`config.mk`:
```
export PLATFORM = sky130hd
export DESIGN_NAME = bus_arbiter
export DESIGN_NICKNAME = d
export VERILOG_FILES = /design/src/rtl/bus_arbiter_pkg.sv /design/src/rtl/bus_arb_perf.sv /design/src/rtl/bus_arbiter.sv
export SDC_FILE = /design/constraint.sdc
export NUM_CORES = 1
export LEC_CHECK = 0
export ABC_AREA = 1
export BUFFER_PORTS_ARGS = -buffer_cell sky130_fd_sc_hd__buf_2
export CORE_AREA = 2 2 218 220
export CTS_CLUSTER_DIAMETER = 100
export CTS_CLUSTER_SIZE = 30
export DETAILED_ROUTE_END_ITERATION = 8
export DIE_AREA = 0 0 220 222
export HOLD_SLACK_MARGIN = 0.12
export SETUP_SLACK_MARGIN = 0.05
export SKIP_LAST_GASP = 1
export SYNTH_ARGS = -nofsm -noshare
export SYNTH_HDL_FRONTEND = slang
export SYNTH_SLANG_ARGS = --single-unit
```
`constraint.sdc`:
```
create_clock -name clk -period 1.8 [get_ports clk]
set_clock_uncertainty 0.1 [all_clocks]
set_input_delay 0 -clock clk [delete_from_list [all_inputs] [get_ports clk]]
set_output_delay 0 -clock clk [all_outputs]
set_load 0.03 [all_outputs]
```
`src/rtl/bus_arbiter_pkg.sv`:
```
// Shared encodings for the core memory bus arbiter: access sizes, request kinds,
// bus responses, arbiter state and owner codes.
package bus_arbiter_pkg;

    localparam int SIZE_W = 2;

    localparam logic [SIZE_W-1:0] SIZE_B = 2'b00;
    localparam logic [SIZE_W-1:0] SIZE_H = 2'b01;
    localparam logic [SIZE_W-1:0] SIZE_W32 = 2'b10;
    localparam logic [SIZE_W-1:0] SIZE_D = 2'b11;

    localparam logic REQ_READ  = 1'b0;
    localparam logic REQ_WRITE = 1'b1;

    localparam logic [1:0] RESP_OKAY   = 2'b00;
    localparam logic [1:0] RESP_EXOKAY = 2'b01;
    localparam logic [1:0] RESP_SLVERR = 2'b10;
    localparam logic [1:0] RESP_DECERR = 2'b11;

    typedef enum logic [1:0] {
        ARB_IDLE     = 2'b00,
        ARB_IF_BUSY  = 2'b01,
        ARB_MEM_BUSY = 2'b10
    } arb_state_e;

    localparam logic [1:0] ARB_OWNER_NONE = 2'b00;
    localparam logic [1:0] ARB_OWNER_IF   = 2'b01;
    localparam logic [1:0] ARB_OWNER_MEM  = 2'b10;

endpackage

```
`src/rtl/bus_arb_perf.sv`:
```
// Free-running 64-bit performance counters for the bus arbiter: grants per
// requester and cycles in which a fetch is held off while MEM also wants the bus.
module bus_arb_perf (
    input  logic        clk,
    input  logic        rst,
    input  logic        ifGrant_i,
    input  logic        memGrant_i,
    input  logic        conflict_i,
    output logic [63:0] perf_if_grants_o,
    output logic [63:0] perf_mem_grants_o,
    output logic [63:0] perf_conflict_cycles_o
);

    logic [63:0] ifGrants_q;
    logic [63:0] memGrants_q;
    logic [63:0] conflictCycles_q;

    // Counters wrap naturally at 2^64.
    always_ff @(posedge clk or negedge rst) begin
        if (!rst) begin
            ifGrants_q       <= '0;
            memGrants_q      <= '0;
            conflictCycles_q <= '0;
        end else begin
            if (ifGrant_i)  ifGrants_q       <= ifGrants_q + 64'd1;
            if (memGrant_i) memGrants_q      <= memGrants_q + 64'd1;
            if (conflict_i) conflictCycles_q <= conflictCycles_q + 64'd1;
        end
    end

    assign perf_if_grants_o       = ifGrants_q;
    assign perf_mem_grants_o      = memGrants_q;
    assign perf_conflict_cycles_o = conflictCycles_q;

endmodule

```
`src/rtl/bus_arbiter.sv`:
```
// Fixed-priority (MEM over IF) arbiter sharing the core memory bus between fetch
// and load/store. Optional counters are enabled with the BUS_ARB_PERF_EN macro.
module bus_arbiter
    import bus_arbiter_pkg::*;
#(
    parameter int ADDR_W = 64,
    parameter int DATA_W = 64
) (
    input  logic              clk,
    input  logic              rst,
    input  logic              if_valid_i,
    input  logic [ADDR_W-1:0] if_addr_i,
    input  logic [1:0]        if_size_i,
    input  logic              if_req_i,
    output logic              if_ready_o,
    output logic [DATA_W-1:0] if_data_read_o,
    output logic [1:0]        if_resp_o,
    input  logic              mem_valid_i,
    input  logic [ADDR_W-1:0] mem_addr_i,
    input  logic [1:0]        mem_size_i,
    input  logic              mem_req_i,
    input  logic [DATA_W-1:0] mem_data_write_i,
    input  logic [7:0]        mem_strb_i,
    output logic              mem_ready_o,
    output logic [DATA_W-1:0] mem_data_read_o,
    output logic [1:0]        mem_resp_o,
    output logic              bus_valid_o,
    output logic [ADDR_W-1:0] bus_addr_o,
    output logic [1:0]        bus_size_o,
    output logic              bus_req_o,
    output logic [DATA_W-1:0] bus_data_write_o,
    output logic [7:0]        bus_strb_o,
    input  logic              bus_ready_i,
    input  logic [DATA_W-1:0] bus_data_read_i,
    input  logic [1:0]        bus_resp_i,
    output logic [1:0]        arb_owner_o
`ifdef BUS_ARB_PERF_EN
    ,
    output logic [63:0]       perf_if_grants_o,
    output logic [63:0]       perf_mem_grants_o,
    output logic [63:0]       perf_conflict_cycles_o
`endif
);

    arb_state_e        state_q, state_d;
    logic              ifGrant, memGrant;
    logic [ADDR_W-1:0] busAddr_q;
    logic [1:0]        busSize_q;
    logic              busReq_q;
    logic [DATA_W-1:0] busDataWrite_q;
    logic [7:0]        busStrb_q;

    always_ff @(posedge clk or negedge rst) begin
        if (!rst) state_q <= ARB_IDLE;
        else      state_q <= state_d;
    end

    // Grant only from IDLE, so every completion is followed by one IDLE turnaround.
    always_comb begin
        state_d     = state_q;
        ifGrant     = 1'b0;
        memGrant    = 1'b0;
        bus_valid_o = 1'b0;
        arb_owner_o = ARB_OWNER_NONE;
        if_ready_o  = 1'b0;
        mem_ready_o = 1'b0;
        case (state_q)
            ARB_IDLE: begin
                if (mem_valid_i) begin
                    memGrant = 1'b1;
                    state_d  = ARB_MEM_BUSY;
                end else if (if_valid_i) begin
                    ifGrant = 1'b1;
                    state_d = ARB_IF_BUSY;
                end
            end
            ARB_IF_BUSY: begin
                bus_valid_o = 1'b1;
                arb_owner_o = ARB_OWNER_IF;
                if_ready_o  = bus_ready_i;
                if (bus_ready_i) state_d = ARB_IDLE;
            end
            ARB_MEM_BUSY: begin
                bus_valid_o = 1'b1;
                arb_owner_o = ARB_OWNER_MEM;
                mem_ready_o = bus_ready_i;
                if (bus_ready_i) state_d = ARB_IDLE;
            end
            default: state_d = ARB_IDLE;
        endcase
    end

    // Fetches carry no store payload, so their data and strobes are latched as zero.
    always_ff @(posedge clk or negedge rst) begin
        if (!rst) begin
            busAddr_q      <= '0;
            busSize_q      <= '0;
            busReq_q       <= 1'b0;
            busDataWrite_q <= '0;
            busStrb_q      <= '0;
        end else if (memGrant) begin
            busAddr_q      <= mem_addr_i;
            busSize_q      <= mem_size_i;
            busReq_q       <= mem_req_i;
            busDataWrite_q <= mem_data_write_i;
            busStrb_q      <= mem_strb_i;
        end else if (ifGrant) begin
            busAddr_q      <= if_addr_i;
            busSize_q      <= if_size_i;
            busReq_q       <= if_req_i;
            busDataWrite_q <= '0;
            busStrb_q      <= '0;
        end
    end

    assign bus_addr_o       = busAddr_q;
    assign bus_size_o       = busSize_q;
    assign bus_req_o        = busReq_q;
    assign bus_data_write_o = busDataWrite_q;
    assign bus_strb_o       = busStrb_q;

    assign if_data_read_o  = bus_data_read_i;
    assign if_resp_o       = bus_resp_i;
    assign mem_data_read_o = bus_data_read_i;
    assign mem_resp_o      = bus_resp_i;

`ifdef BUS_ARB_PERF_EN
    // With both valid, IF can never be the one granted, so every such cycle is a stall.
    bus_arb_perf uPerf (
        .clk                    (clk),
        .rst                    (rst),
        .ifGrant_i              (ifGrant),
        .memGrant_i             (memGrant),
        .conflict_i             (if_valid_i & mem_valid_i),
        .perf_if_grants_o       (perf_if_grants_o),
        .perf_mem_grants_o      (perf_mem_grants_o),
        .perf_conflict_cycles_o (perf_conflict_cycles_o)
    );
`endif

endmodule

```
==> results of run 1 <==
## sequential cells by signal, summed over array words and instances, names as in the netlist
| name | cells |
|---|---|
| bus_req_o | 1 |
| bus_size_o | 2 |
| bus_data_write_o | 64 |
| state_q | 2 |
| bus_addr_o | 64 |
| bus_strb_o | 8 |
## Yosys cell counts, drive strengths merged
library cell,n,area (µm²)
a21oi,1,5.00
buf,170,1250
clkbuf,6,22.5
dfrtp,141,3530
ha,5,62.6
inv,141,529
nand2,496,1860
nand3,67,335
nor2,2,17.5
o21ai,1,16.3
## worst max-delay path, delay by kind of cell, from the launching register on
kind | cells | cell delay [ns]
and+or+nand+nor | 3 | 0.28
DFF | 1 | 0.42
buffers and inverters | 4 | 0.55
adders and majority gates | 1 | 0.20
## timing repair
item                                    in CTS  in global routing
endpoints found under the setup margin      65                 75
endpoints found under the hold margin      414                  0
cloned                                       1                  2
pin swaps                                    1                  1
hold buffers                               307                  0
buffers inserted                             0                  1
resized for setup                            3                  6
## power groups by stage
| stage | Clock, mW | Sequential [mW] | Combinational, mW |
|---|---|---|---|
| final | 3.87 | 5.45 | 9.86 |
| after detailed placement | 0 | 5.45 | 8.64 |
| after global routing | 4.15 | 5.59 | 10.7 |
| after CTS | 4.05 | 5.44 | 9.65 |
| after floorplan | 0 | 8.18 | 3.39 |
| after global placement | 0 | 5.44 | 8.50 |
## per-layer routing
metal	GRT usage [%]	wire [µm]	vias up
met5	0	13	-
met4	6.88	1080	2
met3	4.35	2520	80
met2	21.6	15700	433
met1	12.5	12200	3879
li1	-	-	3932
## logic make-up after synthesis
logic type / count (synthesis) / synth area share [%]
and+or+nand+nor: 565 / 29.1
buffers and inverters: 317 / 23.6
adders and majority gates: 5 / 0.820
AOI/OAI and AO/OA: 2 / 0.279
DFF: 141 / 46.2
## area by class of cell
type	instances	area share, %
Clock buffer	20	3.43
Clock inverter	12	1.40
Multi-Input combinational cell	572	17.8
Inverter	141	4.07
Tap cell	607	5.83
Timing Repair Buffer	686	40.3
Sequential cell	141	27.1
## final timing paths
| kind | slack (ns) | to | startpoint | depth (start not counted) |
|---|---|---|---|---|
| worst min-delay path | 0.17 | bus_data_write_o[39] | mem_data_write_i[39] | 4 |
| worst min register to register | 0.37 | bus_data_write_o[35] | bus_data_write_o[35] | 2 |
| worst max register to register | 0.17 | bus_addr_o[58] | state_q[1] | 8 |
| max in group asynchronous | 0.71 | bus_addr_o[53] | rst | 4 |
| min in group asynchronous | 0.58 | bus_data_write_o[17] | rst | 4 |
| worst max-delay path | 0.17 | bus_addr_o[58] | state_q[1] | 8 |
==> flow_summary.json, run 1 <==
{
  "synth_seq_cells": 141,
  "start_util_pct": 16.5,
  "grt_pass1_wl_um": 45700,
  "critPathCaptureType": "flip-flop",
  "dp_slack_ns": -0.00999,
  "clk_pin_slew_worst_paths_ns": 0.07,
  "cp_max_fo": 16,
  "cts_root_buffer": "clkbuf_16",
  "hold_class": "input pin to flip-flop",
  "placed_area_mm2": 0.00920,
  "netlist_area_mm2": 0.00763,
  "fmax_mhz": 614,
  "io_buffers": 354,
  "diodes": 0,
  "period_minus_slack_ns": 1.63,
  "synth_cells": 1030,
  "grtUsageTotal_pct": 12.3,
  "ir_drop_uv": 829,
  "multi_input_area_mm2": 0.00232,
  "dieArea_mm2": 0.0488,
  "stdcell_count": 2179,
  "max_stage_delay_ns": 0.42,
  "synth_nets": 1312,
  "grt_pass1_vias": 8900,
  "power.share.combinational_pct": 51.4,
  "fillers": 4799,
  "fp-row-count": 79,
  "die_h_um": 222,
  "wire_per_inst_um": 14.5,
  "hpwl_um": 18400,
  "routed_wirelength_um": 31500,
  "power_frac_clock_pct": 20.2,
  "p_int_mw": 10.0,
  "ys_seq_area_share_pct": 46.2,
  "setup_viol": 0,
  "cp_slowest_cell": "dfrtp_1",
  "design.portCount": 553,
  "cts_max_level": 4,
  "max-cap-violations": 0,
  "total_power_mw": 19.2,
  "coreArea_mm2": 0.0463,
  "arrival_ns": 1.94,
  "vias": 8326,
  "layout_common_cells": "495 x nand2_1, 352 x buf_2, 306 x dlygate4sd3_1, 141 x dfrtp_1, 138 x inv_1",
  "final-hold-violation-count": 0,
  "area_growth_pct": 70.6,
  "syn_area_per_cell_um2": 7.41,
  "cts.sinks": 141,
  "crit_path_cell_trace": "inv_1 -> ha_4 -> inv_2 -> nor2_4 -> buf_12 -> clkbuf_16 -> nand3_1 -> nand2_1",
  "pwr_density_cell_mw_per_mm2": 1470,
  "yosysUniqueCellTypes": 15,
  "p_sw_share_pct": 47.7,
  "ff_latch_area_mm2": 0.00353,
  "drtAntennaViolNets": 0,
  "globalplace.congestion": 0.778,
  "post-route-drc-count": 0,
  "sequentialPowerShare_pct": 28.4,
  "clk_latency_ns": 0.46,
  "layout-drive-gt1-share_pct": 26.6,
  "dp.cells": 1836,
  "grt_overflow": 0,
  "crit_type": "flip-flop to flip-flop",
  "worst-endpoint-required_ns": 2.11,
  "die_w_um": 220,
  "worst_slack_ns": 0.172,
  "slew_violations": 0,
  "post-route-util_pct": 28.1,
  "p_switching_mw": 9.16,
  "grt_setup_unrepaired": "no",
  "worst_setup_path_start_kind": "flip-flop",
  "initialDrtViolationCount": 377,
  "p_leak_nw": 7.38,
  "outcome": "finished, final reports clean",
  "finalSetupTns_ns": 0,
  "antenna_found_initial": 1,
  "drtPass1Iterations": 5,
  "nNetsFinal": 1841,
  "cts_buffer_depth": 2,
  "cts_tree": "done",
  "routed_via_density": 3.82,
  "final_common_cell": "nand2_1",
  "ys_warn_count": 0,
  "slew_headroom_pct": 54.9,
  "grt_max_degree": 61,
  "final_area_mm2": 0.0130,
  "min_period_over_period_pct": 90.5,
  "holdWs_ns": 0.168,
  "worst_pin_slew_ns": 0.674,
  "cts_buffers": 17
}
(Power assumes the default switching activity.)
==> run 2, diff against run 1 <==
- ABC_AREA: 1 -> 0
- CORE_AREA: 2 2 218 220 -> 2 2 212 214
- DIE_AREA: 0 0 220 222 -> 0 0 214 216
==> run 2 against run 1 <==
  * Die area decreased by 5.4%
  * Global-route usage grew 0.86 points
  * Setup slack worse by 0.034 ns
  * Synthesized cell count shrank 40%
  * Register-to-register slack got worse by 0.03 ns
  * Core utilization decreased by 1.0 points
  * Non-clock buffer count fell by 34
  * Total power grew 0.39%
  * Cell area decreased by 8.7%
  * Sequential power rose by 6.1%
  * Critical path depth decreased by 2
  * Synthesized area shrank 10%
  * Largest cell class unchanged
==> flow_summary.json, run 2 <==
{
  "grt_pass1_wl_um": 45700,
  "synth_nets": 901,
  "crit_type": "flip-flop to flip-flop",
  "start_util_pct": 15.6,
  "slew_headroom_pct": 35.8,
  "crit_family": "flip-flops",
  "ys_warn_count": 0,
  "initialDrtViolationCount": 448,
  "p_leak_nw": 5.41,
  "path_buf_inv": 2,
  "total_power_mw": 19.3,
  "post-route-drc-count": 0,
  "synth_cells": 619,
  "period_minus_slack_ns": 1.66,
  "worst_pin_slew_ns": 0.960,
  "synth_ff_type": "dfrtp_1",
  "min_period_over_period_pct": 92.4,
  "yosys-top-cells-count": "141 x dfrtp_1, 140 x buf_4, 73 x a22o_1",
  "outcome": "finished, final reports clean",
  "holdPathStages": 3,
  "cp_slowest_cell": "dfrtp_1",
  "r2r_slack_ns": 0.14,
  "layout-drive-gt1-share_pct": 38.4,
  "drtAntennaViolNets": 0,
  "stdcell_count": 1712,
  "final-hold-violation-count": 0,
  "reg2regPathDepth": 6,
  "arrival_ns": 1.90,
  "wire_per_inst_um": 18.7,
  "hold_class": "input pin to flip-flop",
  "worst_slack_ns": 0.137,
  "cts_buffer_depth": 2,
  "ir_drop_uv": 1140,
  "slew_violations": 0,
  "cts_tree": "done",
  "synth_seq_cells": 141,
  "synth-edff-count": 0,
  "dp.cells": 1399,
  "max_stage_delay_ns": 0.43,
  "design.portCount": 553,
  "cp_max_fo": 32,
  "antenna_found_initial": 0,
  "yosysUniqueCellTypes": 20,
  "cts_max_level": 4,
  "die_h_um": 216,
  "crit_path_cell_trace": "inv_2 -> ha_4 -> nand2_4 -> clkbuf_16 -> o32ai_1 -> nor2_1",
  "grt_pass1_vias": 7789,
  "netlist_area_mm2": 0.00684,
  "dp_slack_ns": 0.0560,
  "io_buffers": 354,
  "synthArstFlopShare_pct": 100,
  "synth.largest_area_cell": "dfrtp_1",
  "dieArea_mm2": 0.0462,
  "yosysMostFrequentCell": "dfrtp_1",
  "pwr_density_cell_mw_per_mm2": 1620,
  "clk_pin_slew_worst_paths_ns": 0.07,
  "r2r-start": "state_q[1]",
  "cts_buffers": 17,
  "cts.sinks": 141,
  "final_common_cell": "buf_2",
  "coreArea_mm2": 0.0438,
  "grtUsageTotal_pct": 13.1,
  "r2r-end": "bus_addr_o[56]",
  "fillers": 4417,
  "setup_viol": 0,
  "routed_via_density": 4.32,
  "clk_latency_ns": 0.46,
  "globalplace.congestion": 0.889,
  "nNetsFinal": 1389,
  "worst_setup_path_start_kind": "flip-flop",
  "fp-row-count": 77,
  "cts_root_buffer": "clkbuf_16",
  "post-route-util_pct": 27.1,
  "grt_overflow": 0,
  "grt_setup_unrepaired": "yes",
  "layout_common_cells": "353 x buf_2, 277 x dlygate4sd3_1, 141 x dfrtp_1, 73 x a22o_1, 67 x nor2_1",
  "vias": 7395,
  "max-cap-violations": 0,
  "ys_seq_area_share_pct": 51.6,
  "diodes": 0,
  "yosysTopAreaCellShare_pct": 51.6,
  "ys_top_cells_by_area": "dfrtp_1 52%, buf_4 15%, a22o_1 9.4%",
  "fmax_mhz": 601,
  "worstHoldStart": "mem_data_write_i[8]",
  "syn_area_per_cell_um2": 11.0,
  "holdPathEnd": "bus_data_write_o[8]",
  "critPathCaptureType": "flip-flop",
  "die_w_um": 214,
  "grt_max_degree": 73,
  "hpwl_um": 19700,
  "routed_wirelength_um": 31900,
  "finalSetupTns_ns": 0,
  "area_growth_pct": 73.9,
  "drtPass1Iterations": 5,
  "worst-endpoint-required_ns": 2.04
}
==> run 2: routing by layer <==
| layer | share of wire [%] | track usage, % | routed length [µm] |
|---|---|---|---|
| met3 | 9.2 | 4.78 | 2940 |
| met2 | 51 | 23.4 | 16200 |
| met4 | 5.2 | 8.81 | 1650 |
| met5 | 0 | 0 | 0 |
| met1 | 35 | 12.8 | 11200 |
==> run 2: per-stage QoR <==
| stage | hold slack [ns] | cell area [µm²] |
|---|---|---|
| 2_1_floorplan | -0.396 | 6840 |
| 3_3_place_gp | -0.149 | 8350 |
| 3_5_place_dp | -0.145 | 8350 |
| 4_1_cts | 0.132 | 11700 |
| 5_1_grt | 0.170 | 11900 |
| 6_report | 0.186 | 11900 |
==> run 2: cell families after synthesis <==
family                   count (synthesis)  synth area share, %
AO/OA/AOI/OAI                          210                 24.3
buffers and inverters                  186                 18.7
flip-flops                             141                 51.6
AND/OR/NAND/NOR                         77                 4.52
adder cells (fa/ha/maj)                  5                0.915
==> run 2: worst reg2reg max path, cell delays in order (launching register included) <==
cell       delay, ns
dfrtp_1         0.43
inv_2           0.11
ha_4            0.20
nand2_4         0.10
clkbuf_16       0.25
o32ai_1         0.27
nor2_1          0.08
==> run 2: how the worst max path moves through the flow <==
stage / startpoint / endpoint / slack [ns] / cells past startpoint
floorplan: state_q[0] / bus_data_write_o[54] / 0.14 / 7
global placement: state_q[0] / bus_addr_o[23] / 0.16 / 6
detailed placement: state_q[0] / bus_addr_o[31] / 0.06 / 6
CTS: state_q[1] / bus_addr_o[31] / 0.07 / 6
global route: state_q[1] / bus_addr_o[51] / 0.05 / 6
finish: state_q[1] / bus_addr_o[56] / 0.14 / 6
==> run 2: repair_timing <==
action,CTS,global route
endpoints found under the hold margin,414,0
gates cloned,0,1
pin swaps,0,1
resized for setup,1,19
setup endpoints to repair,1,54
setup buffers,0,3
hold buffers,277,0
==> run 2: where the power goes <==
part	switching (mW)	internal [mW]	total, mW
clock network	1.54	2.06	3.60
logic	6.54	3.32	9.87
registers	1.14	4.64	5.78
==> run 2: final cells by class <==
type | instances | area, µm² | share of cell area, %
Timing Repair Buffer | 652 | 4850 | 40.8
Inverter | 3 | 11.3 | 0.0947
Tap cell | 592 | 741 | 6.23
Sequential cell | 141 | 3530 | 29.7
Multi-Input combinational cell | 292 | 2170 | 18.3
Clock buffer | 18 | 429 | 3.61
Clock inverter | 14 | 158 | 1.33
